<file path="src/rtl/jtag_bus_pkg.sv">
// Shared definitions for the JTAG bus-master sequencer: bus field widths
// and the state encoding of the transfer FSM.
package jtag_bus_pkg;

  localparam int ADDR_W  = 32;           // bus address / data width
  localparam int BURST_W = 8;            // burst size field (beats minus 1)
  localparam int BE_W    = 4;            // byte-enable field
  localparam int BEAT_W  = BURST_W + 1;  // beat counter: 256 beats without wrap

  typedef enum logic [2:0] {
    ST_IDLE     = 3'd0,
    ST_REQUEST  = 3'd1,
    ST_BEGIN    = 3'd2,
    ST_READ     = 3'd3,
    ST_PREFETCH = 3'd4,
    ST_WRITE    = 3'd5,
    ST_END      = 3'd6
  } state_t;

endpackage

</file>
<file path="src/rtl/jtag_bus_master_ctrl.sv">
// Single-burst bus master between the JTAG ping-pong buffer and the system
// bus. Latches a command, arbitrates, runs one read or write burst and keeps
// busy/done/error status for JTAG readback.
// BUF_ADDR_W must be at least 8 so a full 256-beat burst fits the buffer.
module jtag_bus_master_ctrl
  import jtag_bus_pkg::*;
#(
  parameter int BUF_ADDR_W = 8
) (
  input  logic                  i_clock,
  input  logic                  i_reset,
  // command registers (already synchronised to i_clock)
  input  logic                  i_cmd_start,
  input  logic                  i_cmd_read,
  input  logic [ADDR_W-1:0]     i_cmd_address,
  input  logic [BURST_W-1:0]    i_cmd_burst_size,
  input  logic [BE_W-1:0]       i_cmd_byte_enables,
  output logic                  o_status_busy,
  output logic                  o_status_done,
  output logic                  o_status_error,
  // ping-pong buffer
  output logic [BUF_ADDR_W-1:0] o_buf_addr,
  output logic                  o_buf_we,
  output logic [ADDR_W-1:0]     o_buf_wdata,
  input  logic [ADDR_W-1:0]     i_buf_rdata,
  // system bus
  output logic                  o_request_transaction,
  input  logic                  i_transaction_granted,
  output logic                  o_begin_transaction_out,
  output logic [ADDR_W-1:0]     o_address_data_out,
  output logic [BURST_W-1:0]    o_burst_size_out,
  output logic [BE_W-1:0]       o_byte_enables_out,
  output logic                  o_read_n_write_out,
  output logic                  o_data_valid_out,
  output logic                  o_end_transaction_out,
  input  logic [ADDR_W-1:0]     i_address_data_in,
  input  logic                  i_data_valid_in,
  input  logic                  i_end_transaction_in,
  input  logic                  i_busy_in,
  input  logic                  i_error_in
);

  state_t              r_state;
  logic [ADDR_W-1:0]   r_addr;
  logic [BURST_W-1:0]  r_burst;
  logic [BE_W-1:0]     r_be;
  logic                r_rnw;
  logic [BEAT_W-1:0]   r_beat;
  logic                r_busy;
  logic                r_done;
  logic                r_error;
  logic                r_req;
  logic                r_begin;
  logic                r_dvo;
  logic                r_end;

  logic                w_last_beat;
  logic                w_rd_store;
  logic [BEAT_W-1:0]   w_addr_cnt;

  // Last write beat is the one whose index equals the latched burst size.
  assign w_last_beat = (r_beat == {1'b0, r_burst});

  // A read beat is stored only when valid, error-free and inside the burst;
  // surplus beats from a misbehaving slave are dropped.
  assign w_rd_store = (r_state == ST_READ) && i_data_valid_in && !i_error_in &&
                      (r_beat <= {1'b0, r_burst});

  // Buffer address: the stored beat on reads, 0 while prefetching, and on
  // writes the beat whose data must appear on the bus next cycle (hold the
  // current beat while the slave stalls, otherwise look one ahead).
  always_comb begin
    // NOTE: every always_comb output gets a default first so no path can
    // leave it unassigned and infer a latch.
    w_addr_cnt = '0;
    unique case (r_state)
      ST_READ:  if (w_rd_store) w_addr_cnt = r_beat;
      ST_WRITE: w_addr_cnt = i_busy_in ? r_beat : r_beat + BEAT_W'(1);
      default:  w_addr_cnt = '0;
    endcase
  end

  // Transfer sequencer: state, latched command, beat counter, status and
  // the registered bus strobes.
  always_ff @(posedge i_clock) begin
    // NOTE: all state here uses non-blocking assignments so every register
    // samples pre-edge values regardless of statement order.
    if (i_reset) begin
      r_state <= ST_IDLE;
      r_addr  <= '0;
      r_burst <= '0;
      r_be    <= '0;
      r_rnw   <= 1'b0;
      r_beat  <= '0;
      r_busy  <= 1'b0;
      r_done  <= 1'b0;
      r_error <= 1'b0;
      r_req   <= 1'b0;
      r_begin <= 1'b0;
      r_dvo   <= 1'b0;
      r_end   <= 1'b0;
    end else begin
      r_begin <= 1'b0;
      r_end   <= 1'b0;
      unique case (r_state)
        ST_IDLE: begin
          if (i_cmd_start) begin
            r_addr  <= i_cmd_address;
            r_burst <= i_cmd_burst_size;
            r_be    <= i_cmd_byte_enables;
            r_rnw   <= i_cmd_read;
            r_done  <= 1'b0;
            r_error <= 1'b0;
            r_busy  <= 1'b1;
            r_req   <= 1'b1;
            r_state <= ST_REQUEST;
          end
        end
        ST_REQUEST: begin
          if (i_transaction_granted) begin
            r_req   <= 1'b0;
            r_begin <= 1'b1;
            r_state <= ST_BEGIN;
          end
        end
        ST_BEGIN: begin
          r_beat  <= '0;
          r_state <= r_rnw ? ST_READ : ST_PREFETCH;
        end
        ST_READ: begin
          if (i_error_in) begin
            r_error <= 1'b1;
            r_done  <= 1'b1;
            r_busy  <= 1'b0;
            r_state <= ST_IDLE;
          end else begin
            if (w_rd_store) r_beat <= r_beat + BEAT_W'(1);
            if (i_end_transaction_in) begin
              r_done  <= 1'b1;
              r_busy  <= 1'b0;
              r_state <= ST_IDLE;
            end
          end
        end
        ST_PREFETCH: begin
          if (i_error_in) begin
            r_error <= 1'b1;
            r_done  <= 1'b1;
            r_busy  <= 1'b0;
            r_state <= ST_IDLE;
          end else begin
            r_dvo   <= 1'b1;
            r_state <= ST_WRITE;
          end
        end
        ST_WRITE: begin
          if (i_error_in) begin
            r_dvo   <= 1'b0;
            r_error <= 1'b1;
            r_done  <= 1'b1;
            r_busy  <= 1'b0;
            r_state <= ST_IDLE;
          end else if (!i_busy_in) begin
            if (w_last_beat) begin
              r_dvo   <= 1'b0;
              r_end   <= 1'b1;
              r_state <= ST_END;
            end else begin
              r_beat <= r_beat + BEAT_W'(1);
            end
          end
        end
        ST_END: begin
          r_done  <= 1'b1;
          r_busy  <= 1'b0;
          r_state <= ST_IDLE;
        end
        default: r_state <= ST_IDLE;
      endcase
    end
  end

  assign o_status_busy           = r_busy;
  assign o_status_done           = r_done;
  assign o_status_error          = r_error;
  assign o_request_transaction   = r_req;
  assign o_begin_transaction_out = r_begin;
  assign o_data_valid_out        = r_dvo;
  assign o_end_transaction_out   = r_end;

  // Address-phase fields are shown only during the single BEGIN cycle.
  assign o_burst_size_out   = r_begin ? r_burst : '0;
  assign o_byte_enables_out = r_begin ? r_be    : '0;
  assign o_read_n_write_out = r_begin & r_rnw;

  // Address in BEGIN, buffer data straight through during WRITE, else 0.
  assign o_address_data_out = r_begin              ? r_addr      :
                              (r_state == ST_WRITE) ? i_buf_rdata : '0;

  assign o_buf_we    = w_rd_store;
  assign o_buf_wdata = w_rd_store ? i_address_data_in : '0;
  assign o_buf_addr  = BUF_ADDR_W'(w_addr_cnt);

endmodule
</file>
<file path="config.mk">
export PLATFORM = sky130hd
export DESIGN_NAME = jtag_bus_master_ctrl
export DESIGN_NICKNAME = d
export VERILOG_FILES = /design/src/rtl/jtag_bus_pkg.sv /design/src/rtl/jtag_bus_master_ctrl.sv
export SDC_FILE = /design/constraint.sdc
export NUM_CORES = 1
export LEC_CHECK = 0
export CAP_MARGIN = 20
export CORE_UTILIZATION = 43
export DETAILED_ROUTE_END_ITERATION = 10
export GPL_TIMING_DRIVEN = 0
export HOLD_SLACK_MARGIN = 0.12
export PLACE_DENSITY = 0.88
export SYNTH_ARGS = -nofsm -noshare
export SYNTH_HDL_FRONTEND = slang
export SYNTH_SLANG_ARGS = --single-unit
</file>
<file path="constraint.sdc">
create_clock -name i_clock -period 3.7 [get_ports i_clock]
set_clock_uncertainty 0.15 [all_clocks]
set_input_delay 0.74 -clock i_clock [delete_from_list [all_inputs] [get_ports i_clock]]
set_output_delay 0.74 -clock i_clock [all_outputs]
set_load 0.02 [all_outputs]
</file>
==> out/results.tsv <==
stage	metric	value	unit
placed_design	port_buffers	207	
die	die_x	96.4	um
setup_path	endpoint_kind	output pin	
run	maxCapViolCount	0	
clock_tree	cts_tree	yes	
routing	met3_length	1340	um
placed_design	place_worst_setup_slack	-616	ps
setup_path	startpoint_class_of_the_critical_path	flop	
global_route	groute.usage.overall	29.1	%
synthesis	post_synth_num_cell_types	52	
cells_and_area	stdcell_area	6130	um2
power	pwr-share-seq	42.2	%
synthesis	synth-warning-count	0	
setup_path	rrSetupSlack	1160	ps
cells_and_area	final_core_utilization	70.6	%
setup_path	critical_path_required	2810	ps
synthesis	synth-seq-area-share	33.4	%
routing	wl_met2	6800	um
worst_hold_path	timing.hold.worst_path_depth	2	
synthesis	syn-instance-count	554	
power	power_consumption	1.82	mW
synthesis	synth-main-ff-cell	sky130_fd_sc_hd__dfxtp_1	
routing	route.vias.total	4814	
power	power_share_of_the_clock_group	32.7	%
synthesis	postSynth.asyncResetShare	0	%
power	p_sw	541	uW
power	switching_share	29.7	%
cells_and_area	syn_to_final_growth	59.9	%
clock_tree	worstSkewPairLatency	350	ps
synthesis	edff_count_synth	0	
sta	timing.final.crit_period	3510	ps
die	ports_placed_on_the_boundary	210	
routing	routed_wirelength	13600	um
placed_design	placedInstanceArea	6040	um2
placed_design	dpl_cells	869	
die	floorplan.die_area	9290	um2
routing	postRouteAntennaNets	0	
sta	slew_headroom	61.2	%
setup_path	crit_end	o_buf_addr[7]	
synthesis	postSynthNetCount	680	
clock_tree	clk_root_buffer_cell	sky130_fd_sc_hd__clkbuf_8	
routing	1st_iter_drt_viols	260	
global_route	grt_first_pass_wirelength	20600	um
sta	measured_slew_at_the_worst_slew_check_pin	582	ps
die	start_util	44.1	%
power	power.combinational.fraction	25.1	%
sta	fin_tns_setup	0	ps
clock_tree	number_of_buffers_inserted_for_hold_repair_after_clock_tree_synthesis	0	
clock_tree	tritoncts.num_buffers	9	
setup_path	timing.critical_path.arrival	2620	ps
setup_path	worstReg2RegEnd	r_beat[4]	
setup_path	worst-r2r-cell-count	7	
global_route	number_of_antenna_violations_at_the_first_check_in_global_routing	0	
setup_path	beginning_of_the_critical_path	r_burst[4]	
sta	post-route-worst-setup-slack	188	ps
sta	unrepaired_setup_endpoints_after_global_routing	no	
global_route	grt_pass1_vias	4372	
power	power.density	298	nW/um2
routing	detail_route.drc_violations	0	
placed_design	gpl_congestion	0.859	
sta	fmax	0.285	GHz
routing	route.detailed.wl_per_inst	15.3	um
sta	timing_max_transition_violations_final	0	
clock_tree	clock_tree.buffer_depth	2	
power	p_int	1.28	mW
routing	route.layer.met1.wl	5110	um
sta	finalHoldViolations	0	
setup_path	path_max_fanout	7	
cells_and_area	final_cells	886	
global_route	largest_net_degree_at_the_start_of_global_routing	12	
sta	setup_viol	0	
clock_tree	cts_sinks	64	
setup_path	timing_worst_setup_path_type	reg2out	
die	floorplan.rows	34	
placed_design	place.detailed.hpwl	10500	um
worst_hold_path	min_path_type	reg2reg	
sta	layout_worst_path_cycle_share	94.9	%
die	coreArea	8680	um2
routing	first_pass_iters	6	
die	die_height	96.4	um
cells_and_area	final_net_count	899	
clock_tree	cts.htree.levels	3	
power	ir_worst_vdd	0.000165	V
routing	highest_layer	met4	
setup_path	worstReg2RegStart	r_beat[1]	
sta	holdWs	306	ps
cells_and_area	antenna-diode-count	0	
synthesis	avg_inst_size_synth	6.92	um2
routing	routed_via_density	5.43	
cells_and_area	drive_above_1_share	9.25	%
synthesis	ys_ff_latch	64	
clock_tree	path_clk_slew	70	ps
status	result_of_the_run	finished, final reports clean	
power	static_leak	2.47	nW
synthesis	netlist_area	3830	um2
global_route	gr-total-overflow	0	
[cell families (layout without fill, tap and decap cells)]
group	count (synthesis)	count (layout)	synth area share, %
flops	64	64	33.4
buf+inv	57	281	6.24
compound gates	147	147	22.9
simple gates	273	273	33.5
fa+ha+maj	9	9	2.94
xor+xnor	1	1	0.229
mux	3	3	0.816
[critical path, cell delays in order, from the launching register on]
cell	delay (ps)
sky130_fd_sc_hd__dfxtp_1	350
sky130_fd_sc_hd__inv_1	70
sky130_fd_sc_hd__ha_1	340
sky130_fd_sc_hd__a21oi_1	210
sky130_fd_sc_hd__o221ai_2	160
sky130_fd_sc_hd__o211ai_1	210
sky130_fd_sc_hd__nand3_2	150
sky130_fd_sc_hd__buf_4	200
sky130_fd_sc_hd__a31oi_1	230
sky130_fd_sc_hd__clkdlybuf4s15_1	350
[layer usage]
metal,up-vias,GRT usage (%)
met5,-,0
met4,0,10.9
met3,31,5.87
met2,262,53.7
met1,2205,32.9
li1,2316,-
[flip-flops by register name, summed over array words and instances (netlist names), 3 cells and up]
signal	flops
r_addr	32
r_beat	9
r_burst	8
r_be	4
r_state	3
[worst min path at each step]
| stage | endpoint | start |
|---|---|---|
| 6_report | r_be[1] | r_be[1] |
| 5_1_grt | r_be[1] | r_be[1] |
| 4_1_cts | r_be[1] | r_be[1] |
| 3_5_place_dp | r_be[1] | r_be[1] |
| 3_3_place_gp | r_be[0] | r_be[0] |
| 2_1_floorplan | r_be[0] | r_be[0] |
[area by class of cell]
| class | count | area (um2) |
|---|---|---|
| Sequential cell | 64 | 1280 |
| Clock inverter | 3 | 23.8 |
| Buffer | 43 | 190 |
| Fill cell | 709 | 2550 |
| Multi-Input combinational cell | 433 | 2320 |
| Clock buffer | 13 | 179 |
| Tap cell | 108 | 135 |
| Inverter | 14 | 55.1 |
| Timing Repair Buffer | 208 | 1940 |
[Yosys cell counts, types with 7 or more instances]
library cell / number / area [um2]
sky130_fd_sc_hd__and2_1: 48 / 300
sky130_fd_sc_hd__nor3_1: 7 / 35.0
sky130_fd_sc_hd__inv_1: 14 / 52.6
sky130_fd_sc_hd__a21oi_1: 68 / 340
sky130_fd_sc_hd__ha_1: 9 / 113
sky130_fd_sc_hd__o21ai_0: 40 / 200
sky130_fd_sc_hd__nand2_1: 167 / 627
sky130_fd_sc_hd__a31oi_1: 9 / 56.3
sky130_fd_sc_hd__nand3_1: 8 / 40.0
sky130_fd_sc_hd__clkbuf_1: 34 / 128
sky130_fd_sc_hd__and3_1: 8 / 50.1
sky130_fd_sc_hd__nor2_1: 11 / 41.3
sky130_fd_sc_hd__dfxtp_1: 64 / 1280
[power by group through the flow]
stage	combinational, mW	clock, mW	sequential, mW
finish	0.458	0.596	0.770
floorplan	0.231	0	0.782
CTS	0.456	0.601	0.769
detailed placement	0.452	0	0.784
global route	0.502	0.638	0.775
global placement	0.437	0	0.782
[repair_timing]
action,in CTS,in global routing
pin swaps,1,0
resized for setup,43,68
setup buffers,1,0
setup endpoints to repair,41,37
[cells in the final DEF, fill, tap and decap left out, types with 8 or more instances in the layout]
| master | count |
|---|---|
| sky130_fd_sc_hd__nand2_1 | 167 |
| sky130_fd_sc_hd__clkdlybuf4s50_1 | 166 |
| sky130_fd_sc_hd__a21oi_1 | 68 |
| sky130_fd_sc_hd__dfxtp_1 | 63 |
| sky130_fd_sc_hd__and2_1 | 48 |
| sky130_fd_sc_hd__o21ai_0 | 40 |
| sky130_fd_sc_hd__clkbuf_2 | 33 |
| sky130_fd_sc_hd__clkbuf_1 | 31 |
| sky130_fd_sc_hd__inv_1 | 13 |
| sky130_fd_sc_hd__clkbuf_8 | 13 |
| sky130_fd_sc_hd__nor2_1 | 11 |
| sky130_fd_sc_hd__a31oi_1 | 9 |
| sky130_fd_sc_hd__ha_1 | 9 |
| sky130_fd_sc_hd__and3_1 | 8 |
Power figures use the tool's default switching activity.
